### config.mk
export PLATFORM = sky130hd
export DESIGN_NAME = fetchbuffer_sched
export DESIGN_NICKNAME = d
export VERILOG_FILES = /design/src/rtl/fetchbuffer_sched.sv
export SDC_FILE = /design/constraint.sdc
export NUM_CORES = 1
export LEC_CHECK = 0
export CORE_ASPECT_RATIO = 1.1
export CORE_MARGIN = 4
export CORE_UTILIZATION = 40
export CTS_BUF_LIST = sky130_fd_sc_hd__clkbuf_2 sky130_fd_sc_hd__clkbuf_4 sky130_fd_sc_hd__clkbuf_8
export DETAILED_ROUTE_END_ITERATION = 6
export GPL_ROUTABILITY_DRIVEN = 0
export PLACE_DENSITY = 0.82
export SYNTH_ARGS = -nofsm -noshare
export SYNTH_HDL_FRONTEND = slang
export SYNTH_SLANG_ARGS = --single-unit
### constraint.sdc
create_clock -name clk -period 2.3 [get_ports clk]
set_clock_uncertainty 0.1 [all_clocks]
set_input_delay 0.23 -clock clk [delete_from_list [all_inputs] [get_ports clk]]
set_output_delay 0.23 -clock clk [all_outputs]
set_load 0.05 [all_outputs]
### src/rtl/fetchbuffer_sched.sv
// fetchbuffer_sched: arbitrates demand vs next-line prefetch line requests to the I$ (optional FB_PREFETCH_PREEMPT_EN lets demand preempt a prefetch)
module fetchbuffer_sched #(
  parameter int PA_BITS  = 56,
  parameter int LINE_OFF = 6
) (
  input  logic               clk,
  input  logic               reset,
  input  logic               DemandReq,
  input  logic [PA_BITS-1:0] DemandPAdr,
  input  logic               PrefetchReq,
  input  logic [PA_BITS-1:0] PrefetchPAdr,
  input  logic               Stall,
  input  logic               Flush,
  input  logic               CacheReady,
  input  logic               CacheDone,
  output logic               CacheReq,
  output logic [PA_BITS-1:0] CachePAdr,
  output logic               CacheAbort,
  output logic               DemandGrant,
  output logic               PrefetchGrant,
  output logic               DemandDone,
  output logic               PrefetchDone,
  output logic               PrefetchDrop,
  output logic               Busy
);
  typedef enum logic [2:0] {IDLE, REQ_D, WAIT_D, REQ_P, WAIT_P} state_t;
  localparam logic [PA_BITS-1:0] LINE_MASK = {{(PA_BITS-LINE_OFF){1'b1}}, {LINE_OFF{1'b0}}};
  state_t state, state_n;
  logic [PA_BITS-1:0] req_adr, last_line, d_line, p_line;
  logic last_valid, idle, in_req, in_wait, live, go, idle_drop, done, preempt;
  // request decode: grants, drops, completion and preemption for this cycle
  always_comb begin
    d_line    = DemandPAdr & LINE_MASK;
    p_line    = PrefetchPAdr & LINE_MASK;
    idle      = state == IDLE;
    in_req    = state == REQ_D || state == REQ_P;
    in_wait   = state == WAIT_D || state == WAIT_P;
    live      = !reset && !Flush;
    go        = idle && live && !Stall;
    idle_drop = go && PrefetchReq && ((last_valid && p_line == last_line) || (DemandReq && p_line == d_line));
    done      = in_wait && CacheDone && live;
`ifdef FB_PREFETCH_PREEMPT_EN
    preempt   = live && DemandReq && (state == REQ_P || (state == WAIT_P && !CacheDone));
`else
    preempt   = 1'b0;
`endif
  end
  assign DemandGrant   = go && DemandReq;
  assign PrefetchGrant = go && PrefetchReq && !DemandReq && !idle_drop;
  assign PrefetchDrop  = idle_drop || preempt;
  assign DemandDone    = done && state == WAIT_D;
  assign PrefetchDone  = done && state == WAIT_P;
  assign CacheAbort    = !reset && in_wait && (Flush || preempt);
  assign CacheReq      = !reset && in_req;
  assign CachePAdr     = CacheReq ? req_adr : '0;
  assign Busy          = !reset && !idle;
  // next-state selection; flush and preemption always return to IDLE
  always_comb begin
    state_n = (Flush || preempt) ? IDLE :
              DemandGrant ? REQ_D :
              PrefetchGrant ? REQ_P :
              (in_req && CacheReady) ? (state == REQ_D ? WAIT_D : WAIT_P) :
              (in_wait && CacheDone) ? IDLE : state;
  end
  // state, captured line address and last-completed-line tracking
  always_ff @(posedge clk) begin
    if (reset) begin
      state      <= IDLE;
      req_adr    <= '0;
      last_line  <= '0;
      last_valid <= 1'b0;
    end else begin
      state <= state_n;
      if (DemandGrant) req_adr <= d_line;
      else if (PrefetchGrant) req_adr <= p_line;
      if (done) begin
        last_line  <= req_adr;
        last_valid <= 1'b1;
      end
      if (Flush) last_valid <= 1'b0;
    end
  end
endmodule

==> key figures, run 1 <==
Hold path
  – Hold crit path type: primary input to register
  – Hold Path Stages: 4

Power
  – Power per cell area: 415 mW/mm²
  – Clock group share of total power: 0.314
  – Net Sw Frac: 0.280
  – Peak VDD IR: around 0.00028 V
  – Comb power frac: 0.194
  – Total power: 3.80 mW
  – P_sw: around 1.1 mW
  – Sequential Power Share: 0.493
  – Int Pwr: 2.74 mW
  – Leakage: 3.45 nW

Critical path
  – Worst R2R Path Depth: 8
  – Critical Path RT: approximately 2.0 ns
  – Crit end category: primary output
  – Startpoint Class: primary input
  – CP arrival: 2.35 ns
  – Crit Path Max Fanout: 4
  – Kind of critical path: primary input to primary output

GRT
  – Pin count of the biggest net entering global routing: ~100
  – Global-route wire length before repair: between 30 and 40 mm
  – GRT Residual Overflow: 0
  – Initial antenna violation count: 0
  – Vias in the first global route: about 6,200
  – Tot GR Track Use: 0.257

Synth
  – Post-synth EDFFs: 0
  – Cell Area, Synth: 0.00589 mm²
  – Top_reg_cell synth: dfxtp_1
  – Yosys reg bits: 104
  – Mean Syn Cell Area: 7.92 µm²
  – Asr flop ratio synth: 0
  – Post-Syn Instances: around 740
  – Post-synthesis sequential area ratio: 0.353
  – Synth warnings: 0
  – Distinct cells, synth: 39

Placed design
  – Port-buffer cells: 165
  – Placed instance count: 1,105
  – Hpwl dp: 15.6 mm

Run status
  – Failing checks: negative setup slack
  – Outcome: finished, violations left

STA
  – Max-slew violation count: 0
  – Hold Vio Cnt, Final: 0
  – # setup viols final: 54
  – Slew headroom: 0.584
  – Max Freq: 373 MHz
  – Crit share post-route: 1.16
  – Post-route minimum period: approximately 2.7 ns
  – Setup repair after global routing missed its margin: yes
  – Worst Setup Slack, final: -0.379 ns
  – Least-Margin Pin Slew: 0.623 ns

Final layout
  – Commonest non-fill, non-tap cell in the layout: nand2_1
  – Synthesis-to-finish area growth: 55.7%
  – Most frequent cells in the layout: nand2_1 (151), clkdlybuf4s50_1 (103), dfxtp_1 (102)
  – Finished Layout Cells: 1,128
  – Fraction of layout cells with a size suffix above 1: 0.184
  – Final net count: 1,051
  – Ant. Diodes: 0

Route
  – WL final: 21.9 mm
  – Via/cell ratio: 5.55
  – Via count: 6,261
  – Mean routed wirelength per cell: roughly 19 µm
  – Detailed Routing Iterations Pass 1: 5
  – DRT antenna net count: 0
  – DR iter-0 viols: 691
  – DRC Markers: 0

Floorplanning
  – Core Area: roughly 0.014 mm²
  – # rows: 46
  – IO Pins: approximately 180
  – DIE WIDTH: 124 µm
  – Initial Util: 0.408
  – Die area: roughly 0.017 mm²
  – Die Height: around 140 µm

Clock tree
  – Root Buffer: clkbuf_8
  – Max H-tree Level: 3
  – Clock sink total: 104
  – Num CTS Buffers: 9
  – Hold buffer count at cts: 0
  – CTS tree: done
  – Worst-path clk slew: approximately 0.11 ns
  – Clk_lat worst skew: 0.39 ns
  – Max Buffers Root-to-Sink: 2

Flow run
  – # Max-Cap Violations: 0
## power groups by stage
stage	Clock (mW)	Combinational [mW]	Sequential (mW)
floorplan	0	0.277	1.90
CTS	1.19	0.709	1.87
finish	1.19	0.737	1.87
detailed placement	0	0.698	1.91
global placement	0	0.688	1.91
global route	1.27	0.777	1.88
## critical path, cell delays in order
cell             delay, ns
clkdlybuf4s50_1       0.49
a221o_1               0.39
or4_4                 0.50
nor4_4                0.28
or2_4                 0.22
clkinvlp_4            0.09
buf_12                0.15
## sequential cells by signal, summed over array words and instances, names as in the netlist
| name | cells |
|---|---|
| req_adr | 50 |
| last_valid | 1 |
| last_line | 50 |
| state | 3 |
## repair_timing
item / in CTS / in global routing
pin swaps: 2 / 11
buffers inserted: 4 / 1
resized for setup: 8 / 25
setup endpoints to repair: 41 / 55
gates cloned: 1 / 2
## cells by family (layout without fill, tap and decap cells)
family          count (synthesis)  after routing  synth area share
compound gates                166            166             0.192
xor+xnor                       93             93             0.138
buf+inv                        72            259            0.0542
flops                         104            104             0.353
mux                             1              1           0.00170
other cells                     1              6          0.000636
simple gates                  307            307             0.260
## layout make-up
type,instances,area [µm²]
fillers,1112,5270
multi-input cells,573,3650
repair buffers,235,2960
flip-flops and latches,104,2080
well taps,192,240
clock buffers,11,139
clock inverters,5,57.6
inverters,8,33.8
## synthesized netlist by cell type (5+ instances only)
cell / count / area share
xor2_1: 64 / 0.095
and3_1: 5 / 0.0053
and2_1: 50 / 0.053
xnor2_1: 29 / 0.043
buf_2: 6 / 0.0051
buf_4: 11 / 0.014
dfxtp_1: 104 / 0.35
inv_1: 8 / 0.0051
nand4_1: 9 / 0.0096
o21ai_0: 48 / 0.041
nor2_1: 8 / 0.0051
nand2_1: 151 / 0.096
nor4_1: 18 / 0.019
clkbuf_1: 47 / 0.030
o211ai_1: 100 / 0.13
nand2b_1: 52 / 0.055
## worst paths after layout
kind | from | endpoint | slack (ns)
max | PrefetchPAdr[35] | PrefetchGrant | -0.38
min | PrefetchPAdr[51] | req_adr[51] | 0.19
max reg2reg | last_line[18] | req_adr[33] | -0.22
min reg2reg | req_adr[29] | last_line[29] | 0.38
## through the flow
step | area, µm² | util | worst slack (ns) | TNS (ns) | hold WS (ns)
2_1_floorplan | 5940 | - | -0.0197 | -0.0197 | 0.209
3_3_place_gp | 8700 | 0.602 | -0.481 | -21.65 | 0.349
3_5_place_dp | 8700 | 0.602 | -0.506 | -23.54 | 0.361
4_1_cts | 8990 | 0.622 | -0.440 | -9.25 | 0.371
5_1_grt | 9170 | 0.635 | -0.416 | -8.47 | 0.194
6_report | 9170 | 0.635 | -0.379 | -6.77 | 0.193
## metal layers
layer | track usage | wire, µm | vias up
met2 | 0.408 | 10300 | 358
met5 | 0 | 0 | -
li1 | - | - | 2914
met4 | 0.120 | 1040 | 0
met3 | 0.0698 | 2110 | 74
met1 | 0.322 | 8440 | 2915
(Power assumes the default switching activity.)
==> run 2, diff against run 1 <==
SLEW_MARGIN = 0   (was unset)
==> results of run 2 <==
Final layout, timing and power as in run 1 (identical DEF).
==> run 3, diff against run 2 <==
HOLD_SLACK_MARGIN = 0.06   (was unset)
SLEW_MARGIN = unset   (was 0)
==> results of run 3 <==
Final layout, timing and power as in run 1 (identical DEF).
